File: config.mk
export PLATFORM = sky130hd
export DESIGN_NAME = noc_inject_arbiter
export DESIGN_NICKNAME = d
export VERILOG_FILES = /design/src/rtl/noc_inject_arbiter.sv
export SDC_FILE = /design/constraint.sdc
export NUM_CORES = 1
export LEC_CHECK = 0
export CORE_MARGIN = 2
export CORE_UTILIZATION = 30
export CTS_BUF_LIST = sky130_fd_sc_hd__clkbuf_2 sky130_fd_sc_hd__clkbuf_4 sky130_fd_sc_hd__clkbuf_8
export CTS_CLUSTER_DIAMETER = 120
export DETAILED_ROUTE_END_ITERATION = 7
export PLACE_DENSITY = 0.75
export SLEW_MARGIN = 20
export SYNTH_ARGS = -nofsm -noshare
export SYNTH_HDL_FRONTEND = slang
export SYNTH_SLANG_ARGS = --single-unit
File: constraint.sdc
create_clock -name clk -period 5.5 [get_ports clk]
set_clock_uncertainty 0.2 [all_clocks]
set_input_delay 0.55 -clock clk [delete_from_list [all_inputs] [get_ports clk]]
set_output_delay 0.55 -clock clk [all_outputs]
set_load 0.03 [all_outputs]
File: src/rtl/noc_inject_arbiter.sv
// Round-robin arbiter that shares one router PE injection port among N local
// requesters, holding the winning flit in a one-entry output register.
module noc_inject_arbiter #(
  parameter int unsigned N           = 4,
  parameter int unsigned X           = 8,
  parameter int unsigned Y           = 8,
  parameter int unsigned data_width  = 32,
  parameter int unsigned x_size      = 3,
  parameter int unsigned y_size      = 3,
  parameter int unsigned total_width = x_size + y_size + data_width,
  parameter int unsigned sel_w       = $clog2(N)
) (
  input  logic                     clk,
  input  logic                     rst,
  input  logic [N-1:0]             req_valid,
  input  logic [N*total_width-1:0] req_data,
  output logic [N-1:0]             req_ready,
  output logic                     o_valid,
  output logic [total_width-1:0]   o_data,
  input  logic                     i_ready,
  output logic [sel_w-1:0]         o_src,
  output logic [15:0]              o_busy_cnt
);

  localparam logic [15:0] BUSY_MAX = 16'hFFFF;

  // Mesh dimensions must fit the coordinate fields carried in each flit.
  if (N < 2 || X > (1 << x_size) || Y > (1 << y_size)) begin : g_bad_params
    $error("noc_inject_arbiter: illegal parameter combination");
  end

  typedef enum logic {
    EMPTY = 1'b0,
    FULL  = 1'b1
  } state_t;

  state_t           state_q, state_d;
  logic [sel_w-1:0] ptr_q;
  logic [sel_w-1:0] grant_idx;
  logic             any_valid;
  logic             can_load;
  logic             load;
  logic [sel_w:0]   cand;

  assign o_valid  = (state_q == FULL);
  assign can_load = ~o_valid | i_ready;
  assign load     = any_valid & can_load & ~rst;

  // Round-robin search starting at ptr, wrapping modulo N.
  always_comb begin
    grant_idx = '0;
    any_valid = 1'b0;
    cand      = '0;
    for (int i = 0; i < N; i++) begin
      cand = {1'b0, ptr_q} + (sel_w+1)'(i);
      if (cand >= (sel_w+1)'(N)) begin
        cand = cand - (sel_w+1)'(N);
      end
      if (!any_valid && req_valid[cand[sel_w-1:0]]) begin
        any_valid = 1'b1;
        grant_idx = cand[sel_w-1:0];
      end
    end
  end

  // Output-register occupancy and the accept strobe to the winner.
  always_comb begin
    state_d   = state_q;
    req_ready = '0;
    if (load) begin
      req_ready[grant_idx] = 1'b1;
    end
    case (state_q)
      EMPTY:   if (load) state_d = FULL;
      FULL:    if (!load && i_ready) state_d = EMPTY;
      default: state_d = EMPTY;
    endcase
  end

  // State, held flit, pointer and stall counter.
  always_ff @(posedge clk) begin
    if (rst) begin
      state_q    <= EMPTY;
      o_data     <= '0;
      o_src      <= '0;
      ptr_q      <= '0;
      o_busy_cnt <= '0;
    end else begin
      state_q <= state_d;
      if (load) begin
        o_data <= req_data[grant_idx*total_width +: total_width];
        o_src  <= grant_idx;
        ptr_q  <= (grant_idx == sel_w'(N-1)) ? '0 : grant_idx + sel_w'(1);
      end
      if (o_valid && !i_ready && (o_busy_cnt != BUSY_MAX)) begin
        o_busy_cnt <= o_busy_cnt + 16'd1;
      end
    end
  end

endmodule

# --- Yosys cells after proc, flatten, opt, wreduce, memory -nomap -nowiden ---
# Cells that the tools add are included.
totals:
  elab_cells: 72
  rom_bits: 0
  ff_bits: 59
  output_inout_bits: 61
  in_bits: 159
  mem_count: 0
  ramBits: 0
  latch_bits: 0
op_classes:
  addsub: 9
  mux: 27
  div_mod_pow: 0
  mul: 1
  magnitude_cmp: 10
  shift: 1
  reduce_logical: 12
  eq_ne: 2
  bitwise: 5
op_table:
  columns: ["cell", "count"]
  rows:
  - ["$shiftx A152 B9 Y38", 1]
  - ["$mux W2", 9]
  - ["$add A16 B1 Y16 const B", 1]
  - ["$ne A16 B16 Y1 const B", 1]
  - ["$lt A2 B3 Y1 const B", 5]
  - ["$mux W1", 11]
  - ["$ge A3 B3 Y1 const B", 3]
  - ["$bmux W1 S2", 4]
  - ["$sub A2 B1 Y2 const B", 4]
  - ["$logic_and A1 B1 Y1", 7]
  - ["$mul A2 B5 Y7 const B", 1]
  - ["$add A2 B2 Y3 const B", 2]
  - ["$logic_not A1 Y1", 5]
  - ["$mux W4", 1]
  - ["$add A2 B1 Y3 const B", 1]
  - ["$ge A2 B3 Y1 const B", 1]
  - ["$add A2 B1 Y2 const B", 1]
  - ["$and A1 B1 Y1", 2]
  - ["$demux W1 S2", 1]
  - ["$eq A2 B2 Y1 const B", 1]
  - ["$ge A2 B1 Y1 const B", 1]
  - ["$not A1 Y1", 2]
  - ["$pmux W1 S2", 1]
  - ["$or A1 B1 Y1", 1]

# --- Logic depth before layout (Yosys ltp) ---
logic_depth:
  depth_word: 20
  mapped_depth: 8
  mapped_depth_nobuf: 6

# --- Least setup slack after synthesis ---
# Ideal clock, no wire load.
synth_timing:
  path_type: "in2out"
  from: "input req_valid[0]"
  to: "output req_ready[0]"
  cell_stages: 7
  required_ns: 4.750
  path_slack_ns: 2.734
  n_path_buf: 1
  arrival_time_ns: 2.016
  cell_sequence: "nor2b_1 > or4_4 > nand2_4 > inv_2 > buf_2 > ha_1 > and3_1"
synth_via:
  elab_chain_len: 17
  elab_cells_between_ends: 30
  cone_classes: "order compare: 2; mux: 19; bitwise: 2; reduce/logical: 7"
synth_rtl:
  columns: ["item", "line", "text"]
  rows:
  - ["start, declared", "15", "input logic [N-1:0] req_valid,"]
  - ["$bmux W1 S2", "59", "if (!any_valid && req_valid[cand[sel_w-1:0]]) begin"]
  - ["$mux W1 (not written as such)", "59", null]
  - ["$mux W1", "59", null]
  - ["$logic_not A1 Y1", "59", null]
  - ["$logic_and A1 B1 Y1", "59", null]
  - ["$mux W1", "59", null]
  - ["$logic_not A1 Y1", "59", null]
  - ["$logic_and A1 B1 Y1", "59", null]
  - ["[... 2 more ...]", null, null]
  - ["$logic_and A1 B1 Y1", "59", null]
  - ["$mux W2 *", "59", null]
  - ["named net grant_idx[0]", "39", "logic [sel_w-1:0] grant_idx;"]
  - ["$lt A2 B3 Y1 (not written as such) or $ge A2 B1 Y1 (tied branches)", "71", "req_ready[grant_idx] = 1'b1;"]
  - ["$logic_and A1 B1 Y1 (not written as such)", "71", null]
  - ["$mux W1 (not written as such)", "71", null]
  - ["$demux W1 S2 *", "71", null]
  - ["$mux W4 *", "70", "if (load) begin"]
  - ["end, declared", "17", "output logic [N-1:0] req_ready,"]
# Mark *: on every way through the listed nets, which the timed path passes. The rest lies on a longest branch. The select of a mux whose other input is x is not followed.

# --- Worst setup path in the final report ---
# Ends and elaborated chain as after synthesis.

==> metrics.md <==
| Metric | Value |
|---|---|
| Min Tclk post-route | 3.92 ns |
| Startpoint types | input pin |
| NumNets Final | 804 |
| Slowest CP cell | or4_4 |
| Mapped Cells | 445 |
| Worst-path maximum fanout | 39 |
| PD cells | 255 mW/mm^2 |
| Largest net degree at the start of global routing | 41 |
| Setup WS post-layout | 1.58 ns |
| H-tree levels | 3 |
| Post-Synth Simple-Gate Area | 0.198 |
| Slew Limit Fails | 0 |
| Total GRT Usage | 0.208 |
| Critical Path RT | 4.75 ns |
| Most common cell after layout, fill and taps aside | clkdlybuf4s50_1 |
| Synth area leaders | dfxtp_1 32%, mux2i_1 12%, a211o_1 9.1%, o211ai_1 8.5%, nand3_1 6.9% |
| Vias in the first global route | 4193 |
| Initial Utilization | 0.306 |
| Final setup vio count | 0 |
| DR pass1 iterations | 4 |
| CP Class | in -> out |
| RSZ-0062 raised after global routing | no |
| DR iter-0 viols | 313 |
| Post-synth EDFFs | 0 |
| PostCTS Resize Cnt | 0 |
| Drc violations | 0 |
| CTS Buffer Depth | 2 |
| Root Driver | clkbuf_8 |
| Final WL | 14300 um |
| Final hold vios | 0 |
| Main flop type after synthesis | dfxtp_1 |
| Slew Limit Headroom | 0.331 |
| Vias | 4336 |
| Antenna Cells | 0 |
| Worst Setup End Kind | output port |
| # IOs | 220 |
| Antenna viol nets, final | 0 |
| Clock slew at reported path FFs | 0.06 ns |
| First-pass GRT wire length | 21300 um |
| Core Region | 0.0119 mm^2 |
| Status | finished, final reports clean |
| Synth warn | 0 |
| P&R area growth vs syn | 67.5% |
| Crit-path cells | clkdlybuf4s50_1 -> nor2b_1 -> or4_4 -> nand2_4 -> inv_2 -> ha_1 -> and3_1 -> clkdlybuf4s50_1 |
| Skew-Pair Late Insertion Delay | 0.34 ns |
| Cts hold-fix bufs | 0 |
| Count of cell types in the netlist | 42 |
| Port Buffers | 219 |
| Vias per Instance | 5.47 |
| Hpwl dp | 10100 um |
| Initial antenna violation count | 0 |
| Final setup TNS | 0 ns |
| Post-synth ARST share | 0 |
| Synth area leader | dfxtp_1 |
| Max Cap Viol | 0 |
| Pleak | 0.00233 uW |
| Place WS | 1.60 ns |
| Post-Synth Adder-Cell Area | 0.0172 |
| GPL Wtd Cong | 0.832 |
| Share of layout cells above drive strength 1 | 0.0496 |
| Hold crit path type | reg -> reg |
| Xor and xnor area share after synthesis | 0.0241 |
| Hold Path Depth | 2 |
| Synthesized area per cell | 8.18 um^2 |
| Period utilisation layout | 0.713 |
| Worst Reg-to-Reg Cells | 6 |
| Die H | 114 um |
| Avg WL per Cell | 18.0 um |
| Worst slew pin tran | 1.00 ns |
| Seq cells post-synth | 59 |
| Synth Area in Compound Gates | 0.259 |
| TritonCTS clock tree | built |
| Total CTS buffers | 9 |
| Die W | 114 um |
| Max Clk Rate | 255 MHz |
| GR Overflow Total | 0 |
| Largest family of logic cells by synthesized area | compound AO/OA/AOI/OAI gates |
| Critical path's largest stage delay | 0.78 ns |
| Num rows | 40 |
| Die area | 0.0130 mm^2 |
| Clock Sinks | 59 |
| Peak supply drop | 0.200 mV |
| Sequential area share after synthesis | 0.324 |
| Critical Path AT | 3.17 ns |
| Synthesized net count | 609 |
| Post-CTS Setup Bufs | 0 |
| Synth top area share | 0.324 |
| Most frequent cells in the layout | 219 x clkdlybuf4s50_1, 59 x dfxtp_1, 49 x nand3_1 |
| Most used cell, CP | clkdlybuf4s50_1 |
| Multiplexer share of the synthesized area | 0.121 |
| Synth Cell Area | 0.00364 mm^2 |
## metrics by stage
stage | area [um^2] | std cells | hold WS (ns) | power, uW | util
2_1_floorplan | 3640 | 445 | 0.296 | 876 | -
3_3_place_gp | 5890 | 776 | 0.265 | 1140 | 0.494
3_5_place_dp | 5900 | 776 | 0.269 | 1160 | 0.495
4_1_cts | 6100 | 792 | 0.284 | 1570 | 0.512
5_1_grt | 6100 | 792 | 0.312 | 1640 | 0.512
6_report | 6100 | 792 | 0.281 | 1560 | 0.512
## critical path, delay by kind of cell
| family | cells | cell delay, ns |
|---|---|---|
| buffers and inverters | 3 | 1.11 |
| and+or+nand+nor | 4 | 1.32 |
| adders and majority gates | 1 | 0.19 |
## final cells by class
type                       instances  area, um^2
clock buffer                      11         145
clock inverter                     5        52.6
fill                            1164        5810
inverter                           3        11.3
multi-input combinational        342        2290
sequential                        59        1180
tap                              147         184
timing repair buffer             225        2240
## cells by family after synthesis
kind of cell / count (synthesis)
mux: 44
flops: 59
buf+inv: 44
xor+xnor: 10
fa+ha+maj: 5
simple gates: 149
compound gates: 134
## path summary, 6_finish.rpt
path | end | slack [ns] | start
min reg2reg | o_data[22] | 0.28 | o_data[22]
max reg2reg | o_data[14] | 2.60 | ptr_q[1]
min | o_data[22] | 0.28 | o_data[22]
max | req_ready[0] | 1.58 | req_valid[0]
## state kept, by name (all words and copies together) (netlist names)
register / count
o_data: 38
o_busy_cnt: 16
o_src: 2
ptr_q: 2
o_valid: 1
## where the power goes
part / switching [uW] / total [uW] / internal, uW
clock: 185 / 409 / 224
combinational: 333 / 634 / 302
sequential: 32.7 / 514 / 481
total: 550 / 1560 / 1010
## metal layers
metal  wire length [um]  track usage  vias up  share of wire
met4                227       0.0593        0          0.016
met1               5650        0.236     2092           0.40
met5                  0            0        -              0
met2               7320        0.382      184           0.51
met3               1090       0.0561       16          0.076
li1                   -            -     2044              -
## cell usage after synthesis, types with 7 or more instances
library cell   n
and3_1         7
mux2i_1       43
clkbuf_1      15
o21ai_0       39
nand3_1       50
dfxtp_1       59
a211o_1       38
nand2_1       43
o211ai_1      41
buf_2         16
nor2_1        26
No activity file was read; power rests on OpenSTA's default activity.
==> patch 1, RTL diff (same settings) <==
Change the localparam `BUSY_MAX` from 16'hFFFF to 16'h8000.
--- a/src/rtl/noc_inject_arbiter.sv
+++ b/src/rtl/noc_inject_arbiter.sv
@@ -22,7 +22,7 @@
   output logic [15:0]              o_busy_cnt
 );
 
-  localparam logic [15:0] BUSY_MAX = 16'hFFFF;
+  localparam logic [15:0] BUSY_MAX = 16'h8000;
 
   // Mesh dimensions must fit the coordinate fields carried in each flit.
   if (N < 2 || X > (1 << x_size) || Y > (1 << y_size)) begin : g_bad_params
Behaviour: no difference found for any inputs over 10 cycles, from zero or initial values and one cycle with rst high; that may be too few to reach the edited logic, so the function may still have changed.
==> patch 1 against the original RTL <==
- routed wire length shrank 18%
- via count shrank 18%
- highest routed layer unchanged
- synthesized area shrank 8.6%
- count of clock-buffer cells in the layout grew 1
- sequential cell count is the same
- critical endpoint unchanged
- worst setup slack gained 0.020 ns
- hold slack lost 0.028 ns
- total power shrank 3.1%
- largest power group unchanged
- design area shrank 5.5%
==> patch 1: results (changes against the original RTL) <==
biggest regs o_data: 38 flops, o_busy_cnt: 16 flops (unchanged); worst reg2reg path endpoint o_data[15] (was o_data[14]); vias in the first global route 3540 (was 4193); Syn. warnings 0 (unchanged); ANT cells 0 (unchanged); Peak VDD IR 0.0989 mV (was 0.200 mV); Syn Nets 522 (was 609); Post-route DRC 0 (unchanged); ranking of synthesized cells by area dfxtp_1 (35%), mux2i_1 (20%), o221ai_1 (8.4%) (was dfxtp_1 (32%), mux2i_1 (12%), a211o_1 (9.1%)); Cell variety after synth 40 (was 42); most instantiated cells after synthesis mux2i_1 (68), dfxtp_1 (59), nand2_1 (43) (was dfxtp_1 (59), nand3_1 (50), mux2i_1 (43), nand2_1 (43), o211ai_1 (41)); first drt pass iteration count 4 (unchanged); cells after synthesis 357 (was 445); post-cts sizing count 0 (unchanged); largest net degree at the start of global routing 44 (was 41); WL final 11700 um (was 14300 um); initial drt markers 178 (was 313); min-delay src o_src[1] (was o_data[22]); total gr overflow 0 (unchanged); CP Max Fanout 37 (was 39); status finished, final reports clean (unchanged); Port Buf Inserts 219 (unchanged); Sw Share 0.331 (was 0.353); Clock Latency Late Sink around 0.33 ns; Nets 732 (was 804); Register Area 0.00118 mm2 (unchanged); Worst Tran Pin Value 0.911 ns (was 1.00 ns); Worst Hold End o_src[1] (was o_data[22]); Placed Area 0.00558 mm2 (was 0.00590 mm2); post-synthesis sequential area ratio 0.355 (was 0.324); CTS Buf Count 9 (unchanged); Pleak 0.00237 uW (was 0.00233 uW); Longest Clk Path Bufs 2 (unchanged); post-synthesis async set-or-reset flop share 0 (unchanged); Fillers 995 (was 1164); first-pass GRT wire length 17500 um (was 21300 um); routability cong. 0.855 (was 0.832); clk root buf clkbuf_8 (unchanged); Total GRT Usage 0.188 (was 0.208); post-DP HPWL 9070 um (was 10100 um); Setup Buffers After CTS 0 (unchanged); Final Non-Filler Cells 711 (was 792); hold depth 2 (unchanged); R2R cell count 7 (was 6); worst min path class reg2reg (unchanged); Synth Flop Type dfxtp_1 (unchanged); Hold WS 0.252 ns (was 0.281 ns); placed instance count 696 (was 776); pre-CTS setup slack 1.57 ns (was 1.60 ns); worst r2r src ptr_q[0] (was ptr_q[1]); layout cells sized above 1 0.0525 (was 0.0496); r2r setup slk 2.58 ns (was 2.60 ns); initial antenna violation count 0 (unchanged); post-DR vias/cell 4.98 (was 5.47)
## patch 1: worst max path at each step
stage | startpoint | to | slack, ns | depth (start not counted)
finish | req_valid[3] | req_ready[0] | 1.60 | 8
global route | req_valid[0] | req_ready[2] | 1.41 | 8
CTS | req_valid[0] | req_ready[0] | 1.58 | 8
detailed placement | req_valid[0] | req_ready[0] | 1.57 | 8
global placement | req_valid[1] | req_ready[2] | 1.64 | 8
floorplan | req_valid[2] | req_ready[0] | 2.63 | 8
## patch 1: cells by family (layout without fill, tap and decap cells)
kind of cell / after synthesis / count (layout) / share of synthesized area
AOI/OAI and AO/OA: 66 / 66 / 0.153
xor gates and xnor gates: 15 / 15 / 0.0395
adders and majority gates: 6 / 6 / 0.0226
buffers and inverters: 34 / 248 / 0.0579
DFF: 59 / 59 / 0.355
muxes: 70 / 70 / 0.214
and+or+nand+nor: 107 / 107 / 0.158
## patch 1: metal layers
metal	part of all wire	wire length [um]	track usage	vias up
met2	0.49	5700	0.336	144
met4	0.0078	91	0.0443	0
met3	0.10	1210	0.0765	11
met5	0	0	0	-
li1	-	-	-	1742
met1	0.40	4730	0.209	1645
## patch 1: cell type report
class,instances,area share
well taps,140,0.0304
clock buffers,12,0.0254
clock inverters,3,0.00695
flip-flops and latches,59,0.205
multi-input cells,264,0.339
inverters,9,0.00630
repair buffers,224,0.387
## patch 1: power by group through the flow
stage	clock, uW	combinational [uW]	sequential [uW]
global placement	0	606	520
detailed placement	0	615	522
global route	416	651	521
CTS	395	616	514
floorplan	0	258	620
finish	386	610	514
## patch 1: critical path: stages
cell	delay (ns)
clkdlybuf4s50_1	0.56
nor2_2	0.11
or4b_4	0.55
nand2_2	0.16
inv_4	0.22
ha_1	0.28
and2_1	0.13
clkdlybuf4s50_1	0.58
==> patch 2, RTL diff (same settings) <==
Made on the original files. Register the output `o_busy_cnt` once more; this adds one clock of latency there. The other outputs are not delayed to match.
--- a/src/rtl/noc_inject_arbiter.sv
+++ b/src/rtl/noc_inject_arbiter.sv
@@ -23,6 +23,8 @@
 );
 
   localparam logic [15:0] BUSY_MAX = 16'hFFFF;
+
+  logic [15:0] o_busy_cnt_s0;
 
   // Mesh dimensions must fit the coordinate fields carried in each flit.
   if (N < 2 || X > (1 << x_size) || Y > (1 << y_size)) begin : g_bad_params
@@ -84,7 +86,7 @@
       o_data     <= '0;
       o_src      <= '0;
       ptr_q      <= '0;
-      o_busy_cnt <= '0;
+      o_busy_cnt_s0 <= '0;
     end else begin
       state_q <= state_d;
       if (load) begin
@@ -92,11 +94,15 @@
         o_src  <= grant_idx;
         ptr_q  <= (grant_idx == sel_w'(N-1)) ? '0 : grant_idx + sel_w'(1);
       end
-      if (o_valid && !i_ready && (o_busy_cnt != BUSY_MAX)) begin
-        o_busy_cnt <= o_busy_cnt + 16'd1;
+      if (o_valid && !i_ready && (o_busy_cnt_s0 != BUSY_MAX)) begin
+        o_busy_cnt_s0 <= o_busy_cnt_s0 + 16'd1;
       end
     end
   end
 
+  always_ff @(posedge clk) begin
+    o_busy_cnt <= o_busy_cnt_s0;
+  end
+
 endmodule
 
Behaviour: not the same (a bounded check fails within 4 cycles, from zero or initial values and one cycle with rst high).
==> patch 2 against the original RTL <==
- die area up 17%
- design area up 10%
- register-to-register slack worse by 0.08 ns
- via count up 0.67%
- sequential cell count up 16
- non-clock buffer count up 1
- total power up 12%
- routed wire length up 5.8%
- synthesized area up 18%
- cell count up 5.7%
- sequential power up 22%
- worst setup slack worse by 0.13 ns
==> patch 2: results (changes against the original RTL) <==
WL/cell 18.1 um (was 18.0 um); Worst Tran Pin Value 1.07 ns (was 1.00 ns); Fillers 1272 (was 1164); DRT met1 WL 6140 um (was 5650 um); WL met2 7380 um (was 7320 um); Pleak 0.00256 uW (was 0.00233 uW); post-synthesis compound-gate area fraction 0.261 (was 0.259); mux cell area share after synthesis 0.101 (was 0.121); pre-CTS setup slack 1.45 ns (was 1.60 ns); post-DP HPWL 10400 um (was 10100 um); met3 wire length 1170 um (was 1090 um); fin crit share 0.736 (was 0.713); status finished, final reports clean (unchanged); Peak VDD IR 0.170 mV (was 0.200 mV); Nets 816 (was 804); Worst Setup SP req_valid[2] (was req_valid[0]); layout cells sized above 1 0.0944 (was 0.0496); CP max-delay cell nor2_4 (was or4_4); Total GRT Usage 0.192 (was 0.208); initial drt markers 222 (was 313); Cell variety after synth 54 (was 42); most instantiated cells after synthesis dfxtp_1 (75), nand2_1 (45), mux2i_1 (41) (was dfxtp_1 (59), nand3_1 (50), mux2i_1 (43), nand2_1 (43), o211ai_1 (41)); Clock Latency Late Sink 0.38 ns (was 0.34 ns); Placed Area 0.00650 mm2 (was 0.00590 mm2); R2R cell count 7 (was 6); routability cong. 0.834 (was 0.832)
## patch 2: metrics by stage
step	instances	utilization
6_report	837	0.483
5_1_grt	837	0.483
4_1_cts	836	0.481
3_5_place_dp	820	0.466
3_3_place_gp	820	0.466
2_1_floorplan	456	-
## patch 2: kinds of logic after synthesis
kind of cell	after synthesis
xor+xnor	12
compound gates	136
fa+ha+maj	5
simple gates	138
mux	43
flops	75
buf+inv	47
## patch 2: how the worst min path moves through the flow
stage / from / to / slack [ns] / cells after the start
after detailed placement: o_busy_cnt_s0[9] / o_busy_cnt[9] / 0.18 / 0
after global routing: o_busy_cnt_s0[9] / o_busy_cnt[9] / 0.20 / 0
final: o_busy_cnt_s0[9] / o_busy_cnt[9] / 0.19 / 0
after CTS: o_busy_cnt_s0[9] / o_busy_cnt[9] / 0.19 / 0
after global placement: o_busy_cnt_s0[5] / o_busy_cnt[5] / 0.17 / 0
after floorplan: o_busy_cnt_s0[5] / o_busy_cnt[5] / 0.16 / 0
## patch 2: report_power, final
| group | leakage, uW | internal, uW | total, uW | switching (uW) |
|---|---|---|---|---|
| Combinational | 0.00184 | 304 | 637 | 333 |
| Clock | 0.000106 | 222 | 477 | 255 |
| Sequential | 0.000614 | 595 | 627 | 31.9 |
## patch 2: cell type report
cell class	instances	area share
Sequential cell	75	0.223
Clock inverter	7	0.0132
Tap cell	180	0.0334
Timing Repair Buffer	226	0.336
Inverter	6	0.00409
Multi-Input combinational cell	334	0.372
Clock buffer	9	0.0184
## patch 2: layer usage
metal  global-route usage  vias up
li1                     -     2107
met1                0.220     2039
met2                0.339      183
met3               0.0499       36
met4               0.0767        0
met5                    0        -
